### src/rtl/wb_port_arbiter.sv
// wb_port_arbiter: two-port register-file write-back arbiter with starvation guard and a registered write stage.
// Optional saturating transfer/stall counters are built when WB_ARB_STATS_EN is defined.
module wb_port_arbiter #(
    parameter int STARVE_MAX = 3
) (
    input  logic        clk,
    input  logic        rst_n,
    input  logic        hold,
    input  logic        a_valid,
    output logic        a_ready,
    input  logic [4:0]  a_reg,
    input  logic [31:0] a_data,
    input  logic        b_valid,
    output logic        b_ready,
    input  logic [4:0]  b_reg,
    input  logic [31:0] b_data,
    output logic        write_en,
    output logic [4:0]  write_reg,
    output logic [31:0] write_data
`ifdef WB_ARB_STATS_EN
    ,
    output logic [31:0] stat_a_cnt,
    output logic [31:0] stat_b_cnt,
    output logic [31:0] stat_b_stall_cnt
`endif
);
    localparam logic [3:0] STARVE_LIM = 4'(STARVE_MAX);

    typedef enum logic {PRI_A, PRI_B} state_t;

    state_t     state, state_next;
    logic [3:0] starve, starve_next;
    logic       a_xfer, b_xfer;

    // Ready may be high with its valid low; the two are mutually exclusive by construction.
    always_comb begin
        a_ready     = rst_n && !hold && (state == PRI_A ? (a_valid || !b_valid) : (a_valid && !b_valid));
        b_ready     = rst_n && !hold && (state == PRI_B ? (b_valid || !a_valid) : (b_valid && !a_valid));
        a_xfer      = a_valid && a_ready;
        b_xfer      = b_valid && b_ready;
        starve_next = hold ? starve : (b_xfer || !b_valid) ? 4'd0 : a_xfer ? starve + 4'd1 : starve;
        state_next  = hold ? state
                    : state == PRI_A ? (starve_next == STARVE_LIM ? PRI_B : PRI_A)
                    : ((b_xfer || !b_valid) ? PRI_A : PRI_B);
    end

    always_ff @(posedge clk or negedge rst_n) begin
        if (!rst_n) begin
            state      <= PRI_A;
            starve     <= 4'd0;
            write_en   <= 1'b0;
            write_reg  <= 5'd0;
            write_data <= 32'd0;
        end else begin
            state    <= state_next;
            starve   <= starve_next;
            // Register 0 writes complete the handshake but never reach the register file.
            write_en <= (a_xfer && a_reg != 5'd0) || (b_xfer && b_reg != 5'd0);
            if (a_xfer) begin
                write_reg  <= a_reg;
                write_data <= a_data;
            end else if (b_xfer) begin
                write_reg  <= b_reg;
                write_data <= b_data;
            end
        end
    end

`ifdef WB_ARB_STATS_EN
    always_ff @(posedge clk or negedge rst_n) begin
        if (!rst_n) begin
            stat_a_cnt       <= 32'd0;
            stat_b_cnt       <= 32'd0;
            stat_b_stall_cnt <= 32'd0;
        end else begin
            if (a_xfer && stat_a_cnt != '1)
                stat_a_cnt <= stat_a_cnt + 32'd1;
            if (b_xfer && stat_b_cnt != '1)
                stat_b_cnt <= stat_b_cnt + 32'd1;
            if (b_valid && !b_ready && stat_b_stall_cnt != '1)
                stat_b_stall_cnt <= stat_b_stall_cnt + 32'd1;
        end
    end
`endif
endmodule

### config.mk
export PLATFORM = sky130hd
export DESIGN_NAME = wb_port_arbiter
export DESIGN_NICKNAME = d
export VERILOG_FILES = /design/src/rtl/wb_port_arbiter.sv
export SDC_FILE = /design/constraint.sdc
export NUM_CORES = 1
export LEC_CHECK = 0
export BUFFER_PORTS_ARGS = -buffer_cell sky130_fd_sc_hd__buf_2
export CAP_MARGIN = 15
export CORE_MARGIN = 4
export CORE_UTILIZATION = 36
export DETAILED_ROUTE_END_ITERATION = 6
export PLACE_DENSITY = 0.67
export SKIP_LAST_GASP = 1
export SLEW_MARGIN = 20
export SYNTH_ARGS = -nofsm -noshare
export SYNTH_HDL_FRONTEND = slang
export SYNTH_SLANG_ARGS = --single-unit
### constraint.sdc
create_clock -name clk -period 2 [get_ports clk]
set_clock_uncertainty 0.05 [all_clocks]
set_input_delay 0.3 -clock clk [delete_from_list [all_inputs] [get_ports clk]]
set_output_delay 0.3 -clock clk [all_outputs]
set_load 0.02 [all_outputs]
==> results of run 1 <==
[power by group]
group	total [mW]	switching [mW]	leakage (nW)	internal [mW]
combinational	0.701	0.410	1.10	0.290
sequential	1.09	0.0759	0.494	1.02
clock	0.686	0.282	0.0612	0.404
[layer usage]
| metal | routed length, um | vias up | share of wire, % | GRT usage [%] |
|---|---|---|---|---|
| li1 | - | 979 | - | - |
| met1 | 2170 | 864 | 41 | 18.3 |
| met2 | 2510 | 82 | 48 | 24.7 |
| met3 | 467 | 8 | 8.9 | 4.02 |
| met4 | 97 | 0 | 1.8 | 5.61 |
| met5 | 0 | - | 0 | 0 |
[cell usage in the layout (no fill, tap or decap), types with 2 or more instances in the layout]
cell	n
nand2b_1	2
or4_1	2
nand4_1	2
a21oi_1	37
buf_2	118
nor3_1	3
dfrtp_1	43
nand2_1	3
nand3_2	2
nor2_1	42
mux2i_1	38
o21ai_0	2
inv_1	2
nor2b_1	2
clkbuf_8	6
buf_4	6
and2_1	2
buf_12	2
[worst reg2reg max path: cells and delay by family (launching register included)]
kind	cells	cell delay, ns
DFF	1	0.42
and+or+nand+nor	2	0.70
AOI/OAI and AO/OA	2	0.49
[worst max-delay path by stage]
stage                     startpoint      end  slack, ns
after floorplan                state    state       0.37
after global placement          hold    state       0.28
after detailed placement        hold    state       0.27
after CTS                      rst_n  b_ready       0.06
after global routing           rst_n  b_ready      0.004
final                          rst_n  b_ready       0.06
[cells by family (layout without fill, tap and decap cells)]
family / Yosys count / in the layout / share of synthesized area [%]
simple gates: 65 / 65 / 14.1
compound gates: 46 / 46 / 12.2
flops: 43 / 43 / 51.2
mux: 38 / 38 / 18.1
buf+inv: 14 / 137 / 2.86
fa+ha+maj: 2 / 2 / 1.07
xor+xnor: 1 / 1 / 0.417
[per-stage QoR]
step           area, um^2  power [mW]
3_5_place_dp         2820        1.82
2_1_floorplan        2100        1.51
5_1_grt              2950        2.63
4_1_cts              2950        2.52
6_report             2950        2.48
3_3_place_gp         2820        1.80
[layout make-up]
class	count	area [um^2]	area share [%]
inverter	2	7.51	0.254
timing repair buffer	127	686	23.2
tap	72	90.1	3.05
sequential	43	1080	36.5
clock buffer	6	82.6	2.80
multi-input combinational	152	975	33.0
clock inverter	2	35.0	1.19
==> metrics.txt, run 1 <==
syn_nets just under 300; RSZ-0062 raised after global routing false; crit end category output port; Crit-path slowest cell dlygate4sd3_1; Yosys cell types 32; WP data required 1.65 ns; fin crit share 97.0%; Top delay family on crit path buffers and inverters; worst-path cell chain dlygate4sd3_1 -> buf_2 -> nor2b_1 -> buf_4 -> and2_1 -> buf_2; Initial Utilization between 30% and 40%; Max Buffers Root-to-Sink 2; Inserted Diodes 0; FF-to-FF Start state; final hold vios 0; drt total wl 5240 um; Final setup violation count 0; CTS resizes 0; syn_area_per_cell 10.1 um^2; Ports about 120; vias in the first global route roughly 1900; min-delay src a_data[7]; R2R depth 4; DRT Pass-1 Iters 4; global-route wire length before repair between 8000 and 9000 um; GRT overflow 0; CTS Hold Bufs 1; WP buf/inv 4; Ys Warns 0; core outline area approximately 5600 um^2; CTS root buf clkbuf_8; vias between 1500 and 2000; Post-CTS Setup Inserts 0; vias per cell 4.78; critical path data arrival time ~1.6 ns; gpl congestion 0.838; WHS Path Cells 3; Peak VDD IR around 0.00039 V; CTS tree yes; Netlist Area Pre-Place 2100 um^2; total die area a little over 7000 um^2; setup slack, reg-to-reg about 0.28 ns; fin. max-slew vios 0; dominant cells by area after synthesis dfrtp_1 51%, mux2i_1 18%, a21oi_1 8.8%; top_reg_cell synth dfrtp_1; DRC errors left 0; placed cells around 400; setup TNS 0 ns; Worst-Skew Late Latency 0.29 ns; share of the synthesized area in the top cell type roughly half; Post-synth ARST share between 90% and 100%; WL/cell between 10 and 15 um; pre-CTS setup slack 0.271 ns; antenna viol nets, final 0; total CTS buffers 5; most frequent cell after synthesis dfrtp_1; Crit Path Category primary input to output port; Horiz. Die Dim around 84 um; Slew HR 70.9%; CP max stage delay around 0.52 ns; largest fanout on the critical path 5; Filler Cells Inserted around 520; Post-synth top cells 43 x dfrtp_1, 42 x nor2_1, 38 x mux2i_1; IO buf count around 120; setup slack after layout 0.0602 ns; CP Depth 6; share of cells above drive strength 1 41.9%; largest net degree at the start of global routing 47; Util after Layout between 50% and 60%; Die Height between 80 and 90 um; Area Growth Syn to Fin 40.5%; HPWL after detailed placement 4050 um; Placement Rows 27; fin crit period 1.94 ns; Cells after Synth about 210; WHS just over 0.2 ns; outcome completed; CP Launch Type primary input; post-synthesis sequential area ratio 51.2%; Synth area leader dfrtp_1; H-tree depth 2; most frequent CP cell buf_2; initial antenna violation count 0; number of max-cap violations 0; f_max 516 MHz; GR Util All Layers 14.8%; P per Cell Area around 840 nW/um^2; max reg flops 32; Hold Crit Class primary input to flop; worst r2r dst state; synthesized flop and latch total between 40 and 50; Final Instance Count excl. Fillers 404; number of synthesized flops with an enable pin 0; Reg clk slew, reported paths about 0.080 ns; Total Nets Final about 400; Worst-Margin Slew 0.432 ns; Initial DRC Count between 60 and 70; Pleak 1.66 nW; CTS sink cnt 43; worst hold endpoint write_data[7]
No activity file was read; power rests on OpenSTA's default activity.
==> run 2, diff against run 1 <==
Settings changed: SETUP_SLACK_MARGIN set to 0.5.
==> run 2 against run 1 <==
  * Critical endpoint is now state
  * Critical path depth is 1 lower
  * Highest routed layer unchanged
  * Register-to-register slack worse by 0.17 ns
  * Design area is 9.4% higher
  * Sequential power hardly changed
  * Core utilization is 5.0 points higher
  * Non-clock buffer count is 14 higher
  * Sequential cell count stayed put
  * Clock-buffer cell count stayed put
==> metrics.txt, run 2 (synthesized netlist as in run 1, its figures left out) <==
outcome completed (unchanged); FF-to-FF Start starve[1] (was state); antenna viol nets, final 0 (unchanged); fin crit period 1.89 ns (was 1.94 ns); largest net degree at the start of global routing 34 (was 47); WL/cell 15.2 um (was 13.0 um); GR Util All Layers 16.4% (was 14.8%); WP data required 2.17 ns (was 1.65 ns); Reg clk slew, reported paths 0.08 ns (about the same); H-tree depth 2 (unchanged); setup TNS 0 ns (unchanged); total die area 7120 um^2 (unchanged); Die Height 84.4 um (unchanged); RSZ-0062 raised after global routing true (was false); most frequent CP cell nor3_1 (was buf_2); CTS sink cnt 43 (unchanged); final hold vios 0 (unchanged); Hold Crit Class primary input to async pin (was primary input to flop); core outline area 5570 um^2 (unchanged); f_max 529 MHz (was 516 MHz); critical path data arrival time 2.07 ns (was 1.59 ns); Crit Path Category flop to flop (was primary input to output port); fin. max-slew vios 0 (unchanged); Filler Cells Inserted 494 (was 524); Area Growth Syn to Fin 53.7% (was 40.5%); crit end category flop (was output port); Inserted Diodes 0 (unchanged); vias 1984 (was 1933); multi-input logic area 1010 um^2 (was 975 um^2); DRC errors left 0 (unchanged); Initial DRC Count 63 (was 66); total CTS buffers 5 (unchanged); Pleak 1.77 nW (was 1.66 nW); Ports 119 (unchanged); R2R depth 5 (was 4); number of max-cap violations 0 (unchanged); Max Buffers Root-to-Sink 2 (unchanged); register area 1080 um^2 (about the same); commonest non-fill, non-tap cell in the layout buf_2 (unchanged); worst r2r dst state (unchanged); vias per cell 4.76 (was 4.78); fin crit share 94.6% (was 97.0%); Worst-Margin Slew 0.529 ns (was 0.432 ns); GRT overflow 0 (unchanged); CP Launch Type flop (was primary input); drt total wl 6330 um (was 5240 um); initial antenna violation count 0 (unchanged); Slew HR 64.6% (was 70.9%); worst-path cell chain ha_4 -> or3b_2 -> nor3_1 -> nor3_1 -> o21ai_2 (was dlygate4sd3_1 -> buf_2 -> nor2b_1 -> buf_4 -> and2_1 -> buf_2); gpl congestion 0.842 (was 0.838); Total Nets Final 425 (was 411); IO buf count 118 (unchanged); Peak VDD IR 0.000343 V (was 0.000386 V); Initial Utilization 37.7% (unchanged); Placement Rows 27 (unchanged); Crit-path slowest cell or3b_2 (was dlygate4sd3_1); Horiz. Die Dim 84.4 um (unchanged); P per Cell Area 773 nW/um^2 (was 840 nW/um^2); max reg flops 32 (unchanged); CTS root buf clkbuf_8 (unchanged); largest fanout on the critical path 4 (was 5); Worst-Skew Late Latency 0.29 ns (about the same); CP max stage delay 0.47 ns (was 0.52 ns); HPWL after detailed placement 4030 um (was 4050 um); CTS tree yes (unchanged); share of cells above drive strength 1 45.5% (was 41.9%); highest-count cells in the layout ignoring fill and taps 118 x buf_2, 42 x nor2_1, 42 x dfrtp_1 (was 118 x buf_2, 43 x dfrtp_1, 42 x nor2_1); Final setup violation count 0 (unchanged); vias in the first global route 1916 (was 1882); global-route wire length before repair 9270 um (was 8650 um); total power 2.50 mW (was 2.48 mW); DRT Pass-1 Iters 4 (unchanged); setup slack, reg-to-reg 0.11 ns (was 0.28 ns)
==> run 2: layout make-up <==
| cell class | count | area share (%) |
|---|---|---|
| sequential | 43 | 33.4 |
| multi-input combinational | 152 | 31.3 |
| timing repair buffer | 141 | 29.1 |
| tap | 72 | 2.79 |
| clock buffer | 6 | 2.25 |
| clock inverter | 1 | 0.930 |
| inverter | 2 | 0.232 |
==> run 2: where the power goes <==
group | switching, mW | leakage, nW | internal [mW]
Combinational | 0.429 | 1.23 | 0.319
Sequential | 0.0727 | 0.493 | 1.02
Clock | 0.292 | 0.0513 | 0.366
==> run 2: worst max-delay path by stage <==
stage	slack (ns)	startpoint	end	depth (start not counted)
final	0.11	starve[1]	state	5
after global routing	0.04	starve[1]	state	5
after CTS	0.30	state	b_ready	3
after detailed placement	0.26	hold	state	5
after global placement	0.29	hold	state	5
after floorplan	0.37	state	state	4
==> run 2: routing by layer <==
layer / vias to the layer above / global-route usage (%) / wire [um]
met1: 886 / 19.0 / 2510
met4: 0 / 5.76 / 110
met3: 9 / 5.20 / 554
li1: 1008 / - / -
met2: 81 / 28.5 / 3160
met5: - / 0 / 0
==> run 2: repair_timing <==
action | 4_1_cts | 5_1_grt
hold buffers | 2 | 1
endpoints found under the setup margin | 19 | 61
buffers inserted | 4 | 4
hold endpoints to repair | 43 | 20
pin swaps | 2 | 18
cloned | 4 | 2
resized for setup | 11 | 7
==> run 2: per-stage QoR <==
step                      util [%]  area, um^2  hold slack (ns)  instances  worst slack [ns]
after floorplan                  -        2110          -0.0456        209             0.366
after global placement        50.3        2800            0.281        394             0.286
after detailed placement      50.3        2800            0.282        394             0.257
after CTS                     56.1        3130            0.199        411             0.303
after global routing          57.9        3230            0.190        417            0.0434
final                         57.9        3230            0.157        417             0.109
==> run 2: worst max-delay path, delay by kind of cell, from the launching register on <==
kind | cells | cell delay, ns
adders and majority gates | 1 | 0.31
and+or+nand+nor | 3 | 0.88
AOI/OAI and AO/OA | 1 | 0.14
DFF | 1 | 0.44
